## config.mk

```make
export PLATFORM = sky130hd
export DESIGN_NAME = cpu_clk_ctrl
export DESIGN_NICKNAME = d
export VERILOG_FILES = /design/src/rtl/sap3_clk_pkg.sv /design/src/rtl/clk_en_div.sv /design/src/rtl/cpu_clk_ctrl.sv
export SDC_FILE = /design/constraint.sdc
export NUM_CORES = 1
export LEC_CHECK = 0
export ABC_AREA = 1
export BUFFER_PORTS_ARGS = -buffer_cell sky130_fd_sc_hd__buf_2
export CAP_MARGIN = 5
export CORE_UTILIZATION = 44
export DETAILED_ROUTE_END_ITERATION = 10
export GPL_ROUTABILITY_DRIVEN = 0
export GPL_TIMING_DRIVEN = 0
export PLACE_DENSITY = 0.69
export SYNTH_ARGS = -nofsm -noshare
export SYNTH_HDL_FRONTEND = slang
export SYNTH_SLANG_ARGS = --single-unit
```

## constraint.sdc

```tcl
create_clock -name clk -period 2.3 [get_ports clk]
set_input_delay 0.345 -clock clk [delete_from_list [all_inputs] [get_ports clk]]
set_output_delay 0.345 -clock clk [all_outputs]
set_load 0.02 [all_outputs]
```

## src/rtl/sap3_clk_pkg.sv

```systemverilog
//----------------------------------------------------------------------------
// Module   : sap3_clk_pkg
// Brief    : Shared types and defaults for the SAP-3 clock-enable controller
// Revision : 1.0 - initial release
//----------------------------------------------------------------------------
`default_nettype none

package sap3_clk_pkg;

  // Controller state, also exported on state_o for debug LEDs.
  typedef enum logic [1:0] {
    RUN    = 2'd0,
    MANUAL = 2'd1,
    HALTED = 2'd2,
    RESUME = 2'd3
  } clk_state_t;

  localparam int DEFAULT_DIV = 4;
  localparam int CNT_W       = 16;

endpackage

`default_nettype wire

```

## src/rtl/clk_en_div.sv

```systemverilog
//----------------------------------------------------------------------------
// Module   : clk_en_div
// Brief    : Programmable divide ratio register and terminal-count counter
// Revision : 1.0 - initial release
//----------------------------------------------------------------------------
`default_nettype none

module clk_en_div #(
  parameter int DIV_W       = 8,
  parameter int DEFAULT_DIV = 4
) (
  input  logic             clk,
  input  logic             rst,
  input  logic             load,    // latch div_in and restart the count
  input  logic [DIV_W-1:0] div_in,
  input  logic             clr,     // restart the count, keep the ratio
  input  logic             run,     // count this cycle
  output logic             tc       // count has reached div_eff-1
);

  logic [DIV_W-1:0] ratio;
  logic [DIV_W-1:0] count;
  logic [DIV_W-1:0] div_eff;

  // Ratios 0 and 1 both mean a pulse on every cycle.
  assign div_eff = (ratio < DIV_W'(2)) ? DIV_W'(1) : ratio;
  assign tc      = (count == (div_eff - DIV_W'(1)));

  // Ratio register and wrapping counter; a load always restarts the count.
  always_ff @(posedge clk) begin
    if (rst) begin
      ratio <= DIV_W'(DEFAULT_DIV);
      count <= '0;
    end else begin
      if (load) begin
        ratio <= div_in;
      end
      if (load || clr) begin
        count <= '0;
      end else if (run) begin
        count <= tc ? '0 : count + DIV_W'(1);
      end
    end
  end

endmodule

`default_nettype wire

```

## src/rtl/cpu_clk_ctrl.sv

```systemverilog
//----------------------------------------------------------------------------
// Module   : cpu_clk_ctrl
// Brief    : CPU clock-enable sequencer: free-run divide, single step, halt
// Revision : 1.0 - initial release
//----------------------------------------------------------------------------
`default_nettype none

module cpu_clk_ctrl
  import sap3_clk_pkg::*;
#(
  parameter int DIV_W       = 8,
  parameter int DEFAULT_DIV = sap3_clk_pkg::DEFAULT_DIV,
  parameter int CNT_W       = sap3_clk_pkg::CNT_W
) (
  input  logic             clk,
  input  logic             rst,
  input  logic [DIV_W-1:0] div_i,
  input  logic             div_load_i,
  input  logic             mode_i,
  input  logic             step_i,
  input  logic             hlt_i,
  input  logic             resume_i,
  output logic             clk_en_o,
  output logic [1:0]       state_o,
  output logic [CNT_W-1:0] cycle_cnt_o
);

  clk_state_t       state;
  clk_state_t       next_state;
  logic             clk_en;
  logic             next_en;
  logic             step_q;
  logic [CNT_W-1:0] cycle_cnt;
  logic             cnt_clr;
  logic             cnt_run;
  logic             tc;

  clk_en_div #(
    .DIV_W       (DIV_W),
    .DEFAULT_DIV (DEFAULT_DIV)
  ) u_div (
    .clk    (clk),
    .rst    (rst),
    .load   (div_load_i),
    .div_in (div_i),
    .clr    (cnt_clr),
    .run    (cnt_run),
    .tc     (tc)
  );

  // Next-state and pulse decision; a ratio load suppresses the pulse but
  // leaves the state transition intact.
  always_comb begin
    next_state = state;
    next_en    = 1'b0;
    cnt_clr    = 1'b0;
    cnt_run    = 1'b0;
    unique case (state)
      RUN: begin
        if (hlt_i) begin
          next_state = HALTED;
          cnt_clr    = 1'b1;
        end else if (mode_i) begin
          next_state = MANUAL;
          cnt_clr    = 1'b1;
        end else begin
          cnt_run = 1'b1;
          next_en = tc;
        end
      end
      MANUAL: begin
        if (hlt_i) begin
          next_state = HALTED;
          cnt_clr    = 1'b1;
        end else if (!mode_i) begin
          next_state = RUN;
          cnt_clr    = 1'b1;
        end else begin
          next_en = step_i & ~step_q;
        end
      end
      HALTED: begin
        if (resume_i) begin
          next_state = RESUME;
          next_en    = 1'b1;  // one pulse lets the CPU step past HLT
        end
      end
      RESUME: begin
        next_state = mode_i ? MANUAL : RUN;
        cnt_clr    = 1'b1;
      end
      default: begin
        next_state = RUN;
        cnt_clr    = 1'b1;
      end
    endcase
    if (div_load_i) begin
      next_en = 1'b0;
    end
  end

  // State, registered enable, step history and pulse counter.
  always_ff @(posedge clk) begin
    if (rst) begin
      state     <= RUN;
      clk_en    <= 1'b0;
      step_q    <= 1'b1;  // a step held across reset must not look like an edge
      cycle_cnt <= '0;
    end else begin
      state  <= next_state;
      clk_en <= next_en;
      step_q <= step_i;
      if (clk_en) begin
        cycle_cnt <= cycle_cnt + CNT_W'(1);
      end
    end
  end

  assign clk_en_o    = clk_en;
  assign state_o     = state;
  assign cycle_cnt_o = cycle_cnt;

endmodule

`default_nettype wire
```

==> impl_metrics.toml, run 1 <==
[logic_synthesis]
yosys_warnings = 0
ys_types = 31
ys_seq_area_share_pct = 36.07
synth.avg_cell_area_um2 = 7.346
synth_nets = 290
synthesis.instances = 272
ys_ff_latch = 36
netlist_area_mm2 = 0.001998

[clocking]
cts_made_buffers = 5
clkLatencyLatePin_ps = 290
clk_pin_slew_worst_paths_ps = 70
tritoncts = "yes"
clock-sinks = 36
cts_buffer_depth = 2
post-cts-setup-buffer-count = 0
cts_root_buffer = "clkbuf_8"
h-tree-depth = 2

[timing]
fmaxAchievable_ghz = 0.4713
fin_crit_ps = 2122
fin_setup_tns_ps = 0
whs_ps = 244.9
slew_headroom_pct = 64.42
setup_ws_ps = 178.3
skew_ps = 4.441
hold_viol = 0
setup_viol = 0
rsz0062_at_grt = "no"
fin_crit_sh_pct = 92.25
worst_pin_slew_ps = 533.6
drv_slew = 0

[power]
power.density_mw_per_mm2 = 558.5
total_power_mw = 1.299
p_leak_nw = 1.003
ir_drop_v = 0.0003179

[critical_path]
cp.required_ps = 2480
rrSetupSlack_ps = 180
critPathCaptureType = "flop"
cp_data_arrival_time_ps = 2300
rr_worst_depth = 15
startpoint_type = "flop"
r2r-start = "u_div.ratio[4]$_SDFFE_PP0P_"
r2r-end = "u_div.count[7]$_SDFFE_PP0P_"
critPathKind = "flop to flop"
cp_max_fo = 7

[drt]
drc = 0
first_pass_iters = 4
ant_nets = 0
wire_per_inst_um = 11.10
route.vias.total = 1730
drt-initial-drc-count = 93
drt_wl_total_um = 4041
vias_per_cell = 4.753

[placed_design]
numPlacedInstances = 356
place_area_mm2 = 0.002223
dp_hpwl_um = 3185
pre_cts_ws_ps = 183.0
io_buffers = 32

[finish]
synthToLayoutAreaGrowth_pct = 16.41
drive_above_1_share_pct = 29.17
instances_no_fill = 364
antenna_cells = 0
design_area_mm2 = 0.002326
final_util_pct = 53.42
layout.nets = 329
fill_cells = 436

[global_routing]
grt_pass1_wl_um = 7203
grt_max_degree = 12
gr-usage-all-layers_pct = 18.44
antenna_found_initial = 0
grt_overflow_total = 0
grt_pass1_vias = 1588

[floorplan]
io_pins = 34
die_h_um = 69.39
core_area_mm2 = 0.004354
initial_core_util_pct = 45.89
die_area_mm2 = 0.004815
die_w_um = 69.39
rows = 24

[flow_run]
max_cap_viol_count = 0

[worst_hold_path]
whs_path_depth = 3
holdCritPathClass = "input pin to flop"
hold_path_startpoint = "step_i"
min_to = "step_q$_SDFF_PP1_"

[run_status]
outcome = "finished, final reports clean"
[worst max path at each step]
| stage | start | depth (start not counted) | to | slack (ps) |
|---|---|---|---|---|
| 3_5_place_dp | u_div.ratio[6]$_SDFFE_PP0P_ | 15 | u_div.count[7]$_SDFFE_PP0P_ | 180 |
| 4_1_cts | u_div.ratio[6]$_SDFFE_PP0P_ | 15 | u_div.count[7]$_SDFFE_PP0P_ | 160 |
| 2_1_floorplan | u_div.ratio[6]$_SDFFE_PP0P_ | 15 | u_div.count[3]$_SDFFE_PP0P_ | 390 |
| 5_1_grt | u_div.ratio[4]$_SDFFE_PP0P_ | 15 | u_div.count[6]$_SDFFE_PP0P_ | 3 |
| 6_report | u_div.ratio[4]$_SDFFE_PP0P_ | 15 | u_div.count[7]$_SDFFE_PP0P_ | 180 |
| 3_3_place_gp | u_div.ratio[6]$_SDFFE_PP0P_ | 15 | u_div.count[2]$_SDFFE_PP0P_ | 230 |
[final cells by class]
cell class                 count  area (µm²)  share of cell area, %
timing repair buffer          32       160.2                  6.885
sequential                    36       721.9                  31.04
inverter                      43       161.4                  6.939
buffer                         4       18.77                 0.8069
multi-input combinational    189        1106                  47.55
clock inverter                 2       10.01                 0.4303
clock buffer                   6       82.58                  3.550
tap                           52       65.06                  2.797
[registers in the layout, summed over array words and instances (netlist names)]
| signal | flops |
|---|---|
| cycle_cnt_o | 16 |
| u_div.count | 8 |
| step_q | 1 |
| clk_en_o | 1 |
| state_o | 2 |
| u_div.ratio | 8 |
[cells in the mapped netlist]
master     n  area share [%]
nand2_1   46             8.6
dfxtp_1   36              36
inv_1     29             5.4
nor2_1    24             4.5
a21oi_1   22             5.5
nand3_1   15             3.8
inv_2     14             2.6
nor2_2    14             4.4
o21ai_0   14             3.5
xor2_1    11             4.8
nand4_1    6             1.9
nand2_2    5             1.6
nand3_2    5             2.5
clkbuf_1   3            0.56
ha_1       3             1.9
nor2_4     3             1.7
nor3_1     3            0.75
xnor2_1    3             1.3
nand2_4    2             1.1
nand3b_1   2            0.75
o31ai_1    2            0.75
a21oi_2    1            0.44
buf_4      1            0.38
nand3_4    1            0.88
nand4_4    1             1.1
nor3_2     1            0.50
nor3b_1    1            0.38
nor3b_2    1            0.63
nor4_4     1             1.1
o21a_1     1            0.38
o21ai_1    1            0.25
[per-layer routing]
layer | global-route usage, % | vias to the layer above | wire length, µm
met3 | 4.360 | 2 | 142
met5 | 0 | - | 0
met1 | 23.97 | 754 | 1984
met4 | 7.483 | 0 | 25
li1 | - | 943 | -
met2 | 29.34 | 31 | 1888
[report_power, final]
| group | switching (mW) | internal [mW] | leakage (nW) | total, mW |
|---|---|---|---|---|
| clock network | 0.223 | 0.239 | 0.0510 | 0.462 |
| logic | 0.118 | 0.0632 | 0.658 | 0.181 |
| registers | 0.0163 | 0.639 | 0.293 | 0.656 |
| total | 0.358 | 0.942 | 1.00 | 1.30 |
[repair_timing]
action                                  CTS  global route
hold buffers                              0             0
resized for setup                         0             2
endpoints found under the setup margin    0             7
[logic make-up (layout without fill, tap and decap cells)]
| family | Yosys count | after routing | synth area share (%) |
|---|---|---|---|
| flops | 36 | 36 | 36.07 |
| xor+xnor | 14 | 14 | 6.137 |
| compound gates | 41 | 41 | 10.83 |
| fa+ha+maj | 3 | 3 | 1.879 |
| buf+inv | 47 | 87 | 9.017 |
| simple gates | 131 | 131 | 36.07 |
[placed cells by master (no fill, tap or decap), types with 14 or more instances in the layout]
cell and count:
buf_2 32, dfxtp_1 35, a21oi_1 22, nand3_1 15
nand2_1 46, nor2_2 14, o21ai_0 14, inv_1 29
nor2_1 24, inv_2 14
[critical path, stage by stage, from the launching register on]
cell     delay [ps]
dfxtp_1         340
inv_2           100
nand2_1          70
nor2_2          150
nand2_4          80
nand2_2          80
inv_2            50
ha_1            300
xor2_1          140
nand2_1          80
nor2_2           80
nand3_2          90
nor2_4          140
nand4_4         130
nand2_8         140
nor2_2           40
Note: power is estimated with default switching activity, not from simulation.
==> run 2: changes to the inputs <==
--- a/config.mk
+++ b/config.mk
@@ -8,11 +8,11 @@
 export ABC_AREA = 1
 export BUFFER_PORTS_ARGS = -buffer_cell sky130_fd_sc_hd__buf_2
 export CAP_MARGIN = 5
-export CORE_UTILIZATION = 44
+export CORE_UTILIZATION = 50
 export DETAILED_ROUTE_END_ITERATION = 10
 export GPL_ROUTABILITY_DRIVEN = 0
 export GPL_TIMING_DRIVEN = 0
-export PLACE_DENSITY = 0.69
+export PLACE_DENSITY = 0.76
 export SYNTH_ARGS = -nofsm -noshare
 export SYNTH_HDL_FRONTEND = slang
 export SYNTH_SLANG_ARGS = --single-unit
==> run 2 against run 1 <==
Compared with the run above: wire length up 0.92%; largest power group unchanged; largest cell class unchanged; sequential share of layout area up 0.18 points; hold slack worse by 12 ps; critical endpoint is now u_div.count[6]$_SDFFE_PP0P_; maximum frequency up 1.2%; cell area down 0.59%; setup slack better by 26 ps.
==> impl_metrics.toml, run 2 (same netlist as run 1, synthesis figures left out) <==
[flow_run]
max_cap_viol_count = 0

[clocking]
clkLatencyLatePin_ps = 290
clock-sinks = 36
tritoncts = "yes"
cts_buffer_depth = 2
cts_root_buffer = "clkbuf_8"
clk_pin_slew_worst_paths_ps = 70
h-tree-depth = 2
post-cts-setup-buffer-count = 0
cts_made_buffers = 5

[floorplan]
die_area_mm2 = 0.004253
initial_core_util_pct = 53.38
die_h_um = 65.22
core_area_mm2 = 0.003744
io_pins = 34
die_w_um = 65.22
rows = 22

[global_routing]
gr-usage-all-layers_pct = 22.21
grt_pass1_vias = 1643
grt_max_degree = 11
grt_pass1_wl_um = 7120
antenna_found_initial = 0
grt_overflow_total = 0

[placed_design]
io_buffers = 32
dp_hpwl_um = 3148
place_area_mm2 = 0.002218

[critical_path]
path_common_cell = "nor2_2"
cp.required_ps = 2490
r2r-end = "u_div.count[6]$_SDFFE_PP0P_"
path_cells = "inv_1, nand2_1, nor2_2, nand2_4, nand2_2, inv_2, ha_2, xor2_1, nand2_1, nor2_2, nand3_2, nor2_4, nand4_4, nand2_4, nor2_2"
cp_max_fo = 7
slowest_stage = "dfxtp_1"
startpoint_type = "flop"
crit_end = "u_div.count[6]$_SDFFE_PP0P_"
critPathMaxStageDelay_ps = 320
cp_data_arrival_time_ps = 2290
r2r-start = "u_div.ratio[6]$_SDFFE_PP0P_"
startpoint = "u_div.ratio[6]$_SDFFE_PP0P_"
critPathKind = "flop to flop"
rr_worst_depth = 15
critPathCaptureType = "flop"
rrSetupSlack_ps = 200

[power]
ir_drop_v = 0.0004504
power.density_mw_per_mm2 = 564.9
p_leak_nw = 0.9930

[drt]
drc = 0
first_pass_iters = 4
route.vias.total = 1797
drt-initial-drc-count = 69
drt_wl_total_um = 4078
top_layer = "met4"
wl_met3_um = 178
wire_per_inst_um = 11.33
wirelength_met1_um = 1924
ant_nets = 0
vias_per_cell = 4.992
wl_met2_um = 1903

[run_status]
outcome = "finished, final reports clean"

[timing]
fmaxAchievable_ghz = 0.4771
rsz0062_at_grt = "no"
fin_crit_sh_pct = 91.13
slew_headroom_pct = 66.09
skew_ps = 2.100
hold_viol = 0
fin_crit_ps = 2096
fin_setup_tns_ps = 0
drv_slew = 0
worst_pin_slew_ps = 508.7
setup_viol = 0

[finish]
drive_above_1_share_pct = 28.85
design_area_mm2 = 0.002312
final_common_cell = "nand2_1"
final_cell_mix = "46 x nand2_1, 35 x dfxtp_1, 32 x buf_2"
synthToLayoutAreaGrowth_pct = 15.72
layout.nets = 329
largest_reg_flops = 16
antenna_cells = 0
fill_cells = 364

[worst_hold_path]
holdCritPathClass = "input pin to flop"
-- run 2: layout make-up --
cell class              instances  area (µm²)  share of cell area, %
repair buffers                 32       160.2                  6.926
clock buffers                   8       90.09                  3.896
plain buffers                   4       18.77                 0.8117
well taps                      48       60.06                  2.597
multi-input cells             189        1100                  47.56
flip-flops and latches         36       721.9                  31.22
inverters                      43       161.4                  6.981
-- run 2: timing repair --
action	in CTS	in global routing
endpoints found under the setup margin	0	7
resized for setup	0	2
hold buffers	0	0
-- run 2: per-layer routing --
layer / global-route usage, % / vias up
met5: 0 / -
met2: 35.82 / 25
met3: 7.118 / 6
li1: - / 947
met1: 26.82 / 819
met4: 9.783 / 0
-- run 2: report_power, final --
part | total [mW] | switching [mW] | internal (mW) | leakage (nW)
Combinational | 0.180 | 0.116 | 0.0641 | 0.654
Sequential | 0.656 | 0.0164 | 0.640 | 0.293
Clock | 0.470 | 0.226 | 0.244 | 0.0455
-- run 2: through the flow --
step / utilization (%) / setup slack (ps) / hold slack [ps] / cells / total power [mW]
2_1_floorplan: - / 388.6 / 441.4 / 272 / 0.8036
3_3_place_gp: 59.26 / 237.4 / 483.6 / 352 / 0.8456
3_5_place_dp: 59.26 / 208.0 / 485.1 / 352 / 0.8489
4_1_cts: 61.66 / 188.7 / 224.9 / 360 / 1.320
5_1_grt: 61.76 / 3.185 / 276.1 / 360 / 1.376
6_report: 61.76 / 203.9 / 232.5 / 360 / 1.306
-- run 2: worst min path at each step --
| stage | end | slack, ps | from | cells past startpoint |
|---|---|---|---|---|
| finish | step_q$_SDFF_PP1_ | 230 | step_i | 3 |
| global route | step_q$_SDFF_PP1_ | 280 | step_i | 3 |
| CTS | step_q$_SDFF_PP1_ | 220 | step_i | 3 |
| detailed placement | cycle_cnt_o[6]$_SDFFE_PP0P_ | 490 | cycle_cnt_o[6]$_SDFFE_PP0P_ | 2 |
| global placement | cycle_cnt_o[6]$_SDFFE_PP0P_ | 480 | cycle_cnt_o[6]$_SDFFE_PP0P_ | 2 |
| floorplan | step_q$_SDFF_PP1_ | 440 | step_i | 2 |
-- run 2: worst max-delay path: cells and delay by family, from the launching register on --
kind                     cells  cell delay, ps
AND/OR/NAND/NOR             11            1070
buffers and inverters        2             140
adder cells (fa/ha/maj)      1             320
flip-flops                   1             320
XOR/XNOR                     1             140
==> run 3: changes to the inputs <==
--- a/config.mk
+++ b/config.mk
@@ -7,8 +7,9 @@
 export LEC_CHECK = 0
 export ABC_AREA = 1
 export BUFFER_PORTS_ARGS = -buffer_cell sky130_fd_sc_hd__buf_2
-export CAP_MARGIN = 5
+export CAP_MARGIN = 40
 export CORE_UTILIZATION = 50
+export CTS_BUF_LIST = sky130_fd_sc_hd__clkbuf_8
 export DETAILED_ROUTE_END_ITERATION = 10
 export GPL_ROUTABILITY_DRIVEN = 0
 export GPL_TIMING_DRIVEN = 0
==> run 3 against run 2 <==
Compared with the run above: sequential power about the same; first-iteration DRC count decreased by 1.4%; total power decreased by 0.57%; core utilization unchanged; maximum frequency about the same; cell area unchanged.
==> impl_metrics.toml, run 3 (same netlist as run 1, synthesis figures left out) <==
[clocking]
tritoncts = "yes"
post-cts-setup-buffer-count = 0
cts_root_buffer = "clkbuf_8"
clock-sinks = 36
ctsHoldBuffers = 0
clk_pin_slew_worst_paths_ps = 70
cts_buffer_depth = 2
ctsResizeCount = 0
cts_made_buffers = 5
h-tree-depth = 2
clkLatencyLatePin_ps = 300

[drt]
ant_nets = 0
drt-initial-drc-count = 68
first_pass_iters = 4
route.vias.total = 1798
wire_per_inst_um = 11.41
drt_wl_total_um = 4106
drc = 0
vias_per_cell = 4.994

[global_routing]
grt_max_degree = 11
antenna_found_initial = 0
grt_overflow_total = 0
gr-usage-all-layers_pct = 22.21
grt_pass1_wl_um = 7120
grt_pass1_vias = 1643

[worst_hold_path]
holdCritPathClass = "input pin to flop"

[timing]
whs_ps = 230.7
fin_crit_sh_pct = 91.13
hold_viol = 0
drv_slew = 0
setup_viol = 0
worst_pin_slew_ps = 511.1
skew_ps = 2.166
rsz0062_at_grt = "no"
slew_headroom_pct = 65.93
fin_crit_ps = 2096
fmaxAchievable_ghz = 0.4771
fin_setup_tns_ps = 0

[critical_path]
cp_max_fo = 7
rrSetupSlack_ps = 200
critPathKind = "flop to flop"
critPathCaptureType = "flop"
startpoint_type = "flop"
cp.required_ps = 2490
cp_data_arrival_time_ps = 2290

[finish]
antenna_cells = 0
fill_cells = 364
layout.nets = 329
final_common_cell = "nand2_1"
final_cell_mix = "46 x nand2_1, 35 x dfxtp_1, 32 x buf_2"
largest_reg_flops = 16
drive_above_1_share_pct = 28.85
synthToLayoutAreaGrowth_pct = 15.72

[flow_run]
max_cap_viol_count = 0

[floorplan]
initial_core_util_pct = 53.38
die_area_mm2 = 0.004253
core_area_mm2 = 0.003744
die_h_um = 65.22
io_pins = 34
rows = 22
die_w_um = 65.22

[power]
power.density_mw_per_mm2 = 561.7
total_power_mw = 1.299
ir_drop_v = 0.0004501
p_leak_nw = 1.001

[placed_design]
io_buffers = 32
dp_hpwl_um = 3148

[run_status]
outcome = "finished, final reports clean"
==> run 3: critical path, cell delays in order (launching register included) <==
cell and delay, ps:
dfxtp_1 320, inv_1 90, nand2_1 80, nor2_2 150, nand2_4 80, nand2_2 70, inv_2 50, ha_2 320
xor2_1 140, nand2_1 80, nor2_2 80, nand3_2 80, nor2_4 140, nand4_4 120, nand2_4 150, nor2_2 40
==> run 3: path summary, 6_finish.rpt <==
check                                   start                     endpoint  depth (start not counted)
hold reg to reg   u_div.ratio[3]$_SDFFE_PP0P_  u_div.ratio[3]$_SDFFE_PP0P_                          2
hold / removal                         step_i            step_q$_SDFF_PP1_                          3
setup reg to reg  u_div.ratio[6]$_SDFFE_PP0P_  u_div.count[6]$_SDFFE_PP0P_                         15
setup / recovery  u_div.ratio[6]$_SDFFE_PP0P_  u_div.count[6]$_SDFFE_PP0P_                         15
==> run 3: power by group <==
group / internal [mW] / switching, mW / total [mW]
clock: 0.235 / 0.227 / 0.462
combinational: 0.0641 / 0.116 / 0.181
sequential: 0.640 / 0.0164 / 0.656
total: 0.939 / 0.360 / 1.30
==> run 3: metrics by stage <==
stage,std cells,area [µm²],utilization (%),setup slack [ps]
after floorplan,272,1998,-,388.6
after global placement,352,2218,59.26,237.4
after detailed placement,352,2218,59.26,208.0
after CTS,360,2308,61.66,188.7
after global routing,360,2312,61.76,3.185
final,360,2312,61.76,203.9
==> run 3: cell type report <==
type                    count  area (µm²)  area share [%]
inverters                  43       161.4           6.981
flip-flops and latches     36       721.9           31.22
clock inverters             2       7.507          0.3247
plain buffers               4       18.77          0.8117
multi-input cells         189        1100           47.56
repair buffers             32       160.2           6.926
well taps                  48       60.06           2.597
clock buffers               6       82.58           3.571
==> run 3: layer usage <==
layer / track usage (%) / vias to the layer above / share of wire, %
li1: - / 947 / -
met1: 26.82 / 819 / 47
met2: 35.82 / 26 / 46
met3: 7.118 / 6 / 4.3
met4: 9.783 / 0 / 1.8
met5: 0 / - / 0
